===== src/rtl/prog_counter_pkg.sv =====
`default_nettype none
// ============================================================================
// Module      : prog_counter_pkg
// Description : Shared op encoding and command priority decode for prog_counter.
// Revision    : 1.0 - initial release
// ============================================================================
package prog_counter_pkg;

  typedef enum logic [2:0] {
    OP_HOLD   = 3'd0,
    OP_INC    = 3'd1,
    OP_BRANCH = 3'd2,
    OP_LOAD   = 3'd3,
    OP_CALL   = 3'd4,
    OP_RET    = 3'd5
  } op_e;

  // Fixed priority: return > call > load > branch > increment > hold.
  function automatic op_e decode_op(input logic i_ret, input logic i_call,
                                    input logic i_load, input logic i_branch,
                                    input logic i_inc);
    if (i_ret)         return OP_RET;
    else if (i_call)   return OP_CALL;
    else if (i_load)   return OP_LOAD;
    else if (i_branch) return OP_BRANCH;
    else if (i_inc)    return OP_INC;
    else               return OP_HOLD;
  endfunction

  // Address bits needed to index a stack of the given depth (at least one).
  function automatic int idx_bits(input int depth);
    return (depth > 1) ? $clog2(depth) : 1;
  endfunction

endpackage
`default_nettype wire


===== src/rtl/prog_counter_if.sv =====
`default_nettype none
// ============================================================================
// Module      : prog_counter_if
// Description : Command and status bundle between a sequencer and prog_counter.
// Revision    : 1.0 - initial release
// ============================================================================
interface prog_counter_if #(
  parameter int WIDTH = 16,
  parameter int DEPTH = 4
);
  localparam int DW = $clog2(DEPTH + 1);

  logic [WIDTH-1:0] PC_in;
  logic [WIDTH-1:0] PC_offset;
  logic             PC_load;
  logic             PC_branch;
  logic             PC_increment;
  logic             PC_call;
  logic             PC_return;
  logic [WIDTH-1:0] PC_out;
  logic [DW-1:0]    STACK_depth;
  logic             STACK_full;
  logic             STACK_empty;
  logic             STACK_err;

  modport master (
    output PC_in, PC_offset, PC_load, PC_branch, PC_increment, PC_call, PC_return,
    input  PC_out, STACK_depth, STACK_full, STACK_empty, STACK_err
  );

  modport slave (
    input  PC_in, PC_offset, PC_load, PC_branch, PC_increment, PC_call, PC_return,
    output PC_out, STACK_depth, STACK_full, STACK_empty, STACK_err
  );

endinterface
`default_nettype wire


===== src/rtl/prog_counter_ret_stack.sv =====
`default_nettype none
// ============================================================================
// Module      : ret_stack
// Description : Return-address LIFO; only the depth count is reset.
// Revision    : 1.0 - initial release
// ============================================================================
module ret_stack
  import prog_counter_pkg::*;
#(
  parameter int WIDTH = 16,
  parameter int DEPTH = 4
) (
  input  wire logic                         clk,
  input  wire logic                         rst,
  input  wire logic                         i_push,
  input  wire logic                         i_pop,
  input  wire logic [WIDTH-1:0]             i_data,
  output logic      [WIDTH-1:0]             o_data,
  output logic      [$clog2(DEPTH+1)-1:0]   o_depth,
  output logic                              o_full,
  output logic                              o_empty
);

  localparam int DW = $clog2(DEPTH + 1);
  localparam int IW = idx_bits(DEPTH);

  logic [WIDTH-1:0] r_mem [0:(1<<IW)-1];
  logic [DW-1:0]    r_depth;
  logic [IW-1:0]    w_wr_idx;
  logic [IW-1:0]    w_rd_idx;
  logic             w_do_push;
  logic             w_do_pop;

  // The depth count doubles as the write pointer; the top sits one below it.
  assign w_wr_idx  = r_depth[IW-1:0];
  assign w_rd_idx  = w_wr_idx - IW'(1);
  assign o_full    = (r_depth == DW'(DEPTH));
  assign o_empty   = (r_depth == '0);
  assign w_do_push = i_push && !o_full;
  assign w_do_pop  = i_pop && !o_empty;
  assign o_data    = r_mem[w_rd_idx];
  assign o_depth   = r_depth;

  always_ff @(posedge clk) begin
    if (rst) begin
      r_depth <= '0;
    end else if (w_do_push) begin
      r_depth <= r_depth + DW'(1);
    end else if (w_do_pop) begin
      r_depth <= r_depth - DW'(1);
    end
  end

  always_ff @(posedge clk) begin
    if (w_do_push) begin
      r_mem[w_wr_idx] <= i_data;
    end
  end

endmodule
`default_nettype wire


===== src/rtl/prog_counter.sv =====
`default_nettype none
// ============================================================================
// Module      : prog_counter
// Description : Program counter with branch, load, call/return and error flag.
// Revision    : 1.0 - initial release
// ============================================================================
module prog_counter
  import prog_counter_pkg::*;
#(
  parameter int WIDTH       = 16,
  parameter int STEP        = 1,
  parameter int DEPTH       = 4,
  parameter int RESET_VALUE = 0
) (
  input  wire logic     clock,
  input  wire logic     reset,
  prog_counter_if.slave bus
);

  localparam int               DW     = $clog2(DEPTH + 1);
  localparam logic [WIDTH-1:0] c_step = WIDTH'(STEP);

  logic [WIDTH-1:0] r_pc;
  logic             r_err;
  op_e              w_op;
  logic [WIDTH-1:0] w_pc_inc;
  logic [WIDTH-1:0] w_pc_next;
  logic [WIDTH-1:0] w_top;
  logic [DW-1:0]    w_depth;
  logic             w_full;
  logic             w_empty;
  logic             w_push;
  logic             w_pop;
  logic             w_err_set;

  assign w_op     = decode_op(bus.PC_return, bus.PC_call, bus.PC_load,
                              bus.PC_branch, bus.PC_increment);
  assign w_pc_inc = r_pc + c_step;

  // A rejected call/return only flags the error; PC and stack stay put.
  always_comb begin
    w_pc_next = r_pc;
    w_push    = 1'b0;
    w_pop     = 1'b0;
    w_err_set = 1'b0;
    case (w_op)
      OP_RET: begin
        if (w_empty) begin
          w_err_set = 1'b1;
        end else begin
          w_pc_next = w_top;
          w_pop     = 1'b1;
        end
      end
      OP_CALL: begin
        if (w_full) begin
          w_err_set = 1'b1;
        end else begin
          w_pc_next = bus.PC_in;
          w_push    = 1'b1;
        end
      end
      OP_LOAD:   w_pc_next = bus.PC_in;
      OP_BRANCH: w_pc_next = r_pc + bus.PC_offset;
      OP_INC:    w_pc_next = w_pc_inc;
      default:   w_pc_next = r_pc;
    endcase
  end

  always_ff @(posedge clock) begin
    if (reset) begin
      r_pc  <= WIDTH'(RESET_VALUE);
      r_err <= 1'b0;
    end else begin
      r_pc <= w_pc_next;
      if (w_err_set) begin
        r_err <= 1'b1;
      end
    end
  end

  ret_stack #(
    .WIDTH (WIDTH),
    .DEPTH (DEPTH)
  ) u_ret_stack (
    .clk     (clock),
    .rst     (reset),
    .i_push  (w_push),
    .i_pop   (w_pop),
    .i_data  (w_pc_inc),
    .o_data  (w_top),
    .o_depth (w_depth),
    .o_full  (w_full),
    .o_empty (w_empty)
  );

  assign bus.PC_out      = r_pc;
  assign bus.STACK_depth = w_depth;
  assign bus.STACK_full  = w_full;
  assign bus.STACK_empty = w_empty;
  assign bus.STACK_err   = r_err;

endmodule
`default_nettype wire


===== src/flat_wrapper.sv =====
// flat-port wrapper written by rule: the top's interface ports become plain ports
module prog_counter_flat import prog_counter_pkg::*;
#(
  parameter int WIDTH       = 16,
  parameter int STEP        = 1,
  parameter int DEPTH       = 4,
  parameter int RESET_VALUE = 0
)
  (clock, reset, bus_PC_in, bus_PC_offset, bus_PC_load, bus_PC_branch, bus_PC_increment, bus_PC_call, bus_PC_return, bus_PC_out, bus_STACK_depth, bus_STACK_full, bus_STACK_empty, bus_STACK_err);
  prog_counter_if #(.WIDTH(WIDTH), .DEPTH(DEPTH)) bus_i ();
  input  wire logic clock;
  input  wire logic reset;
  input wire logic [$bits(bus_i.PC_in)-1:0] bus_PC_in;
  input wire logic [$bits(bus_i.PC_offset)-1:0] bus_PC_offset;
  input wire logic [$bits(bus_i.PC_load)-1:0] bus_PC_load;
  input wire logic [$bits(bus_i.PC_branch)-1:0] bus_PC_branch;
  input wire logic [$bits(bus_i.PC_increment)-1:0] bus_PC_increment;
  input wire logic [$bits(bus_i.PC_call)-1:0] bus_PC_call;
  input wire logic [$bits(bus_i.PC_return)-1:0] bus_PC_return;
  output wire logic [$bits(bus_i.PC_out)-1:0] bus_PC_out;
  output wire logic [$bits(bus_i.STACK_depth)-1:0] bus_STACK_depth;
  output wire logic [$bits(bus_i.STACK_full)-1:0] bus_STACK_full;
  output wire logic [$bits(bus_i.STACK_empty)-1:0] bus_STACK_empty;
  output wire logic [$bits(bus_i.STACK_err)-1:0] bus_STACK_err;
  assign bus_i.PC_in = bus_PC_in;
  assign bus_i.PC_offset = bus_PC_offset;
  assign bus_i.PC_load = bus_PC_load;
  assign bus_i.PC_branch = bus_PC_branch;
  assign bus_i.PC_increment = bus_PC_increment;
  assign bus_i.PC_call = bus_PC_call;
  assign bus_i.PC_return = bus_PC_return;
  assign bus_PC_out = bus_i.PC_out;
  assign bus_STACK_depth = bus_i.STACK_depth;
  assign bus_STACK_full = bus_i.STACK_full;
  assign bus_STACK_empty = bus_i.STACK_empty;
  assign bus_STACK_err = bus_i.STACK_err;
  prog_counter #(.WIDTH(WIDTH), .STEP(STEP), .DEPTH(DEPTH), .RESET_VALUE(RESET_VALUE)) u_core (.clock(clock), .reset(reset), .bus(bus_i));
endmodule

===== config.mk =====
export PLATFORM = sky130hd
export DESIGN_NAME = prog_counter_flat
export DESIGN_NICKNAME = d
export VERILOG_FILES = /design/src/rtl/prog_counter_pkg.sv /design/src/rtl/prog_counter_if.sv /design/src/rtl/prog_counter_ret_stack.sv /design/src/rtl/prog_counter.sv /design/src/flat_wrapper.sv
export SDC_FILE = /design/constraint.sdc
export NUM_CORES = 1
export LEC_CHECK = 0
export ABC_CLOCK_PERIOD_IN_PS = 3250
export CELL_PAD_IN_SITES_DETAIL_PLACEMENT = 1
export CELL_PAD_IN_SITES_GLOBAL_PLACEMENT = 2
export CORE_UTILIZATION = 43
export CTS_CLUSTER_DIAMETER = 60
export CTS_CLUSTER_SIZE = 25
export DETAILED_ROUTE_END_ITERATION = 12
export DONT_BUFFER_PORTS = 1
export GPL_TIMING_DRIVEN = 0
export PLACE_DENSITY = 0.86
export SYNTH_ARGS = -nofsm -noshare
export SYNTH_HDL_FRONTEND = slang
export SYNTH_SLANG_ARGS = --single-unit

===== constraint.sdc =====
create_clock -name clock -period 3.25 [get_ports clock]
set_input_delay 0.4875 -clock clock [delete_from_list [all_inputs] [get_ports clock]]
set_output_delay 0.4875 -clock clock [all_outputs]
set_load 0.01 [all_outputs]

; ---- After elaboration in Yosys (flattened, before gate mapping)
; Memory sizes are Yosys's and may differ from the RTL's.
; Cells that the tools add are included.
[op_classes]
n_eq_ne = 8
muxes = 19
reduce_logical = 8
add_sub_neg = 5
[ops]
columns = cell, count
row1 = $pmux W16 S5, 1
row2 = $mux W16, 2
row3 = $mux W3, 6
row4 = $add A16 B1 Y16 const B, 1
row5 = $add A16 B16 Y16, 1
row6 = $eq A3 B3 Y1 const B, 3
row7 = $mux W1, 9
row8 = $eq A3 B2 Y1 const B, 2
row9 = $reduce_bool A5 Y1, 1
row10 = $ne A2 B2 Y1 const B, 2
row11 = $add A3 B1 Y3 const B, 1
row12 = $eq A3 B1 Y1 const B, 1
row13 = $logic_not A3 Y1, 1
row14 = $reduce_and A3 Y1, 1
row15 = $sub A3 B1 Y3 const B, 1
row16 = $logic_and A1 B1 Y1, 2
row17 = $logic_not A1 Y1, 2
row18 = $pmux W1 S2, 1
row19 = $reduce_bool A2 Y1, 1
row20 = $sub A2 B1 Y2 const B, 1
[totals]
mem_count = 1
inputBits = 39
wordCells = 44
ff_bits = 20
ram_bits = 64
[memory_table]
columns = memory, words, width, read_ports, rd_clocked_by_memory_dff, write_ports, line_no
row1 = u_core.u_ret_stack.r_mem, 4, 16, 1, 0, 1, prog_counter_ret_stack.sv:27  ; logic [WIDTH-1:0] r_mem [0:(1<<IW)-1];

; ---- Depth between registers and ports, before layout
[logic_depth]
word_depth = 10
ltp_mapped = 12
mapped_depth_nobuf = 10

; ---- Cells and area by module
; Synthesis repeated with hierarchy kept, for this count alone.
[unflattened]
cells_unflattened = 388
hier_area_um2 = 4717.0
[by_module_without_submodules]
columns = mod, cells_each, instances, area_per_inst_um2
row1 = ret_stack, 122, 1, 2680.1
row2 = prog_counter, 266, 1, 2037.0

; ---- Worst setup path before layout
; OpenSTA, ideal clock, no wires.
[synth_path]
path_type = register to register
from = register u_core.u_ret_stack.r_depth[0] (netlist: u_core.u_ret_stack.o_depth[0])
to = register u_core.r_pc[15] (netlist: u_core.bus.PC_out[15])
required_time_ps = 3128
path_buffers = 4
stages_incl_launch_ff = 12
setup_ps = 122
period_less_slack_ps = 2895
setup_slack_ps = 355
arrival_ps = 2773
cell_sequence = dfxtp_1 > buf_2 > buf_2 > inv_1 > ha_1 > clkbuf_1 > clkbuf_1 > mux4_2 > o22ai_1 > nor2_1 > a22oi_1 > o21ai_1
[synth_via]
elab_chain_cells = 4
elab_cells_between_ends = 9
cone_classes = 1 x add/sub / 3 x eq/ne / 2 x mux / 2 x reduce/logical / 1 x memory
[synth_rtl]
columns = item, line_no
row1 = from (decl), prog_counter_ret_stack.sv:28  ; logic [DW-1:0] r_depth;
row2 = from (signal assigned), prog_counter_ret_stack.sv:48  ; r_depth <= r_depth + DW'(1);
row3 = from (signal assigned), prog_counter_ret_stack.sv:50  ; r_depth <= r_depth - DW'(1);
row4 = $sub A2 B1 Y2, prog_counter_ret_stack.sv:36  ; assign w_rd_idx = w_wr_idx - IW'(1);
row5 = via u_core.u_ret_stack.w_rd_idx[0], prog_counter_ret_stack.sv:30  ; logic [IW-1:0] w_rd_idx;
row6 = $mem_v2 Z4 W16, --
row7 = $mux W16, prog_counter.sv:48  ; if (w_empty) begin
row8 = $pmux W16 S5, prog_counter.sv:46  ; case (w_op)
row9 = to (signal assigned), prog_counter.sv:72  ; r_pc <= WIDTH'(RESET_VALUE);
row10 = to (signal assigned), prog_counter.sv:75  ; r_pc <= w_pc_next;
row11 = to (decl), prog_counter.sv:23  ; logic [WIDTH-1:0] r_pc;
; The timed path passes the listed nets, and every way through them passes these cells. The select of a mux whose other input is x is not followed.
; A chain may end at the register's enable or synchronous reset.

; ---- Worst setup path after layout
[layout_path]
from = register u_core.u_ret_stack.r_depth[0] (netlist: u_core.u_ret_stack.o_depth[0])
to = register u_core.r_pc[4] (netlist: u_core.bus.PC_out[4])
; Same word-level chain as after synthesis.

==> impl_metrics.tcl <==
set metrics [dict create \
    layout_setup_ws_ns 0.216 \
    syn_inst 412 \
    cts_buffers 9 \
    crit_arrival_ns 3.28 \
    overflow 0 \
    fin_nets 484 \
    synth.cell_area_mm2 0.00481 \
    grt_pass1_wl_mm 19.7 \
    cts_setup_buffers 0 \
    p_sw_mw 1.66 \
    clkLatencyLatePin_ns 0.37 \
    core_mm2 0.0109 \
    tightest_slew_ns 0.910 \
    drive_above_1_share_pct 14.3 \
    synthDistinctLibCells 70 \
    cp_max_fo 10 \
    use_met1_pct 30.3 \
    worst_setup_path_end_kind "register" \
    cts_tree "yes" \
    holdBufCountCts 0 \
    muxShareOfSynthArea_pct 7.90 \
    ios 61 \
    post-place-cells 553 \
    hold_viol_final 0 \
    met3_usage_pct 3.15 \
    yosysSeqAreaShare_pct 48.2 \
    avgViaCountPerCell 6.17 \
    synth_area_per_cell_um2 11.7 \
    vias 3504 \
    die_y_um 108 \
    pwr-share-comb_pct 41.3 \
    reg2reg_depth 10 \
    setup_violations 0 \
    ant_nets 0 \
    ys_ff_latch 84 \
    slew_headroom_pct 39.1 \
    antenna_found_initial 0 \
    synth_compound_area_share_pct 14.6 \
    start_util_pct 44.2 \
    wl_per_cell_um 22.9 \
    cp-start-kind "register" \
    wl_mm 13.0 \
    whs_ns 0.261 \
    finalCritPeriodShare_pct 93.3 \
    finalSetupTns_ns 0 \
    die_x_um 108 \
    grt_pass1_vias 3517 \
    synthSimpleGateAreaFrac_pct 15.8 \
    cp.required_ns 3.49 \
    cap_violations 0 \
    synthesis.nets 473 \
    drt_iter0_drc 298 \
    grt_max_degree 18 \
    outcome "completed" \
    root_buffer "clkbuf_8" \
    seqPwrFrac_pct 40.6 \
    crit_start "u_core.u_ret_stack.o_depth[0]" \
    min_period_ns 3.03 \
    io_buffers 0 \
    synth_edf_count 64 \
    gr-usage-all-layers_pct 23.5 \
    cts.sinks 84 \
    finalNonFillerCells 568 \
    rsz0062_at_grt "false" \
    hold-path-cell-count 2 \
    synth_adder_area_share_pct 6.03 \
    power.leakage_nw 1.80 \
    num_rows 38 \
    grt-busiest-layer "met2" \
    fmax_mhz 330 \
    r2r_start "u_core.u_ret_stack.o_depth[0]" \
    synth_ff_type "edfxtp_1" \
    clkTransAtPathRegs_ns 0.10 \
    drc 0 \
    dp_slack_ns -0.448 \
    final_cell_mix "64 x edfxtp_1, 34 x nor2_1, 26 x nand2_1, 24 x a21oi_1, 20 x ha_1" \
    gp_congestion 0.885 \
    skew_ns 0.0136 \
    ir_worst_vdd_mv 0.289 \
    reg2reg_to "u_core.bus.PC_out[4]" \
    async_flop_share_pct 0 \
    firstDrtPassIters 4 \
    htreeDepth 3 \
    insertedDiodeCount 0 \
    post-dp-hpwl_mm 9.90 \
    criticalPathCategory "reg2reg" \
    power_density_mw_per_mm2 775 \
    synth_top_family_by_area "simple AND/OR/NAND/NOR gates" \
    ctsLongestPathBuffers 2 \
    syn2layout_area_growth_pct 8.06 \
    crit_end "u_core.bus.PC_out[4]" \
    r2r_slack_ns 0.22 \
    final_common_cell "edfxtp_1" \
    die_area_mm2 0.0116 \
    synthXorXnorAreaFrac_pct 4.52 \
    clockPowerShare_pct 18.2 \
    internal-power_mw 2.37 \
    p_sw_share_pct 41.1 \
    hold_path.class "in2reg" \
    use_met2_pct 39.7 \
    slew_viol_final 0 \
    yosysWarnings 0 \
]
==> power by group through the flow <==
stage | registers (mW) | logic (mW) | clock network [mW]
floorplan | 1.59 | 1.24 | 0
global placement | 1.65 | 1.58 | 0
detailed placement | 1.66 | 1.64 | 0
CTS | 1.63 | 1.66 | 0.746
global route | 1.66 | 1.82 | 0.773
finish | 1.63 | 1.66 | 0.733
==> worst max-delay path: stages, from the launching register on <==
cell      delay [ns]
dfxtp_2         0.43
buf_4           0.23
buf_4           0.26
inv_1           0.13
ha_1            0.28
and4b_4         0.23
a211oi_4        0.49
nand2_1         0.28
a221o_1         0.35
a21oi_1         0.14
nor4_1          0.08
==> registers in the layout, summed over array words and instances, names as in the netlist <==
name	count
u_core.u_ret_stack.r_mem	64
u_core.bus.PC_out	16
u_core.u_ret_stack.o_depth	3
u_core.bus.STACK_err	1
==> how the worst min path moves through the flow <==
stage | startpoint | end | slack, ns
after CTS | reset | u_core.bus.PC_out[11] | 0.26
after detailed placement | u_core.bus.STACK_err | u_core.bus.STACK_err | 0.56
after global placement | u_core.bus.STACK_err | u_core.bus.STACK_err | 0.54
after global routing | bus_PC_in[6] | u_core.bus.PC_out[6] | 0.27
after floorplan | u_core.bus.STACK_err | u_core.bus.STACK_err | 0.52
final | bus_PC_in[7] | u_core.bus.PC_out[7] | 0.26
==> final cells by class <==
class / instances / area (µm²)
Fill cell: 1183 / 5690
Inverter: 10 / 37.5
Clock buffer: 9 / 124
Tap cell: 140 / 175
Clock inverter: 7 / 71.3
Timing Repair Buffer: 1 / 11.3
Buffer: 21 / 104
Multi-Input combinational cell: 296 / 2360
Sequential cell: 84 / 2320
==> routing by layer <==
layer / share of wire [%] / vias to the layer above
met5: 0 / -
met4: 2.6 / 0
met3: 3.7 / 21
met2: 50 / 73
met1: 44 / 1779
li1: - / 1631
==> logic make-up (layout without fill, tap and decap cells) <==
logic type	after synthesis	count (layout)
flops	84	84
compound gates	95	95
buf+inv	32	48
simple gates	137	137
fa+ha+maj	22	22
xor+xnor	24	24
mux	18	18
==> metrics by stage <==
stage          cell area (µm²)  power (mW)  utilization [%]
3_3_place_gp              4990        3.23             45.8
4_1_cts                   5200        4.04             47.8
3_5_place_dp              5000        3.29             45.9
2_1_floorplan             4810        2.83                -
5_1_grt                   5200        4.26             47.8
6_report                  5200        4.03             47.8
==> synthesized netlist by cell type (4+ instances only) <==
cell	number	area share, %
dfxtp_1	20	8.3
clkbuf_1	11	0.86
nand2b_1	4	0.52
mux4_2	16	7.5
nand4_1	6	0.78
and2_1	7	0.91
xnor2_1	15	2.7
nand3_1	13	1.4
edfxtp_1	64	40
o211ai_1	6	0.94
o21ai_0	9	0.94
a21oi_1	24	2.5
ha_1	20	5.2
buf_2	9	0.94
nand2_1	26	2.0
nor2_1	35	2.7
inv_1	10	0.78
a211oi_1	4	0.62
a221oi_1	6	1.1
xor2_1	8	1.5
nand3b_1	4	0.62
a311oi_1	6	1.1
nor3_1	17	1.8
a21o_1	5	0.78
==> timing repair <==
item,CTS,global route
cloned,0,0
resized for setup,3,3
endpoints found under the setup margin,63,62
pin swaps,0,0
No activity file was read; power rests on OpenSTA's default activity.
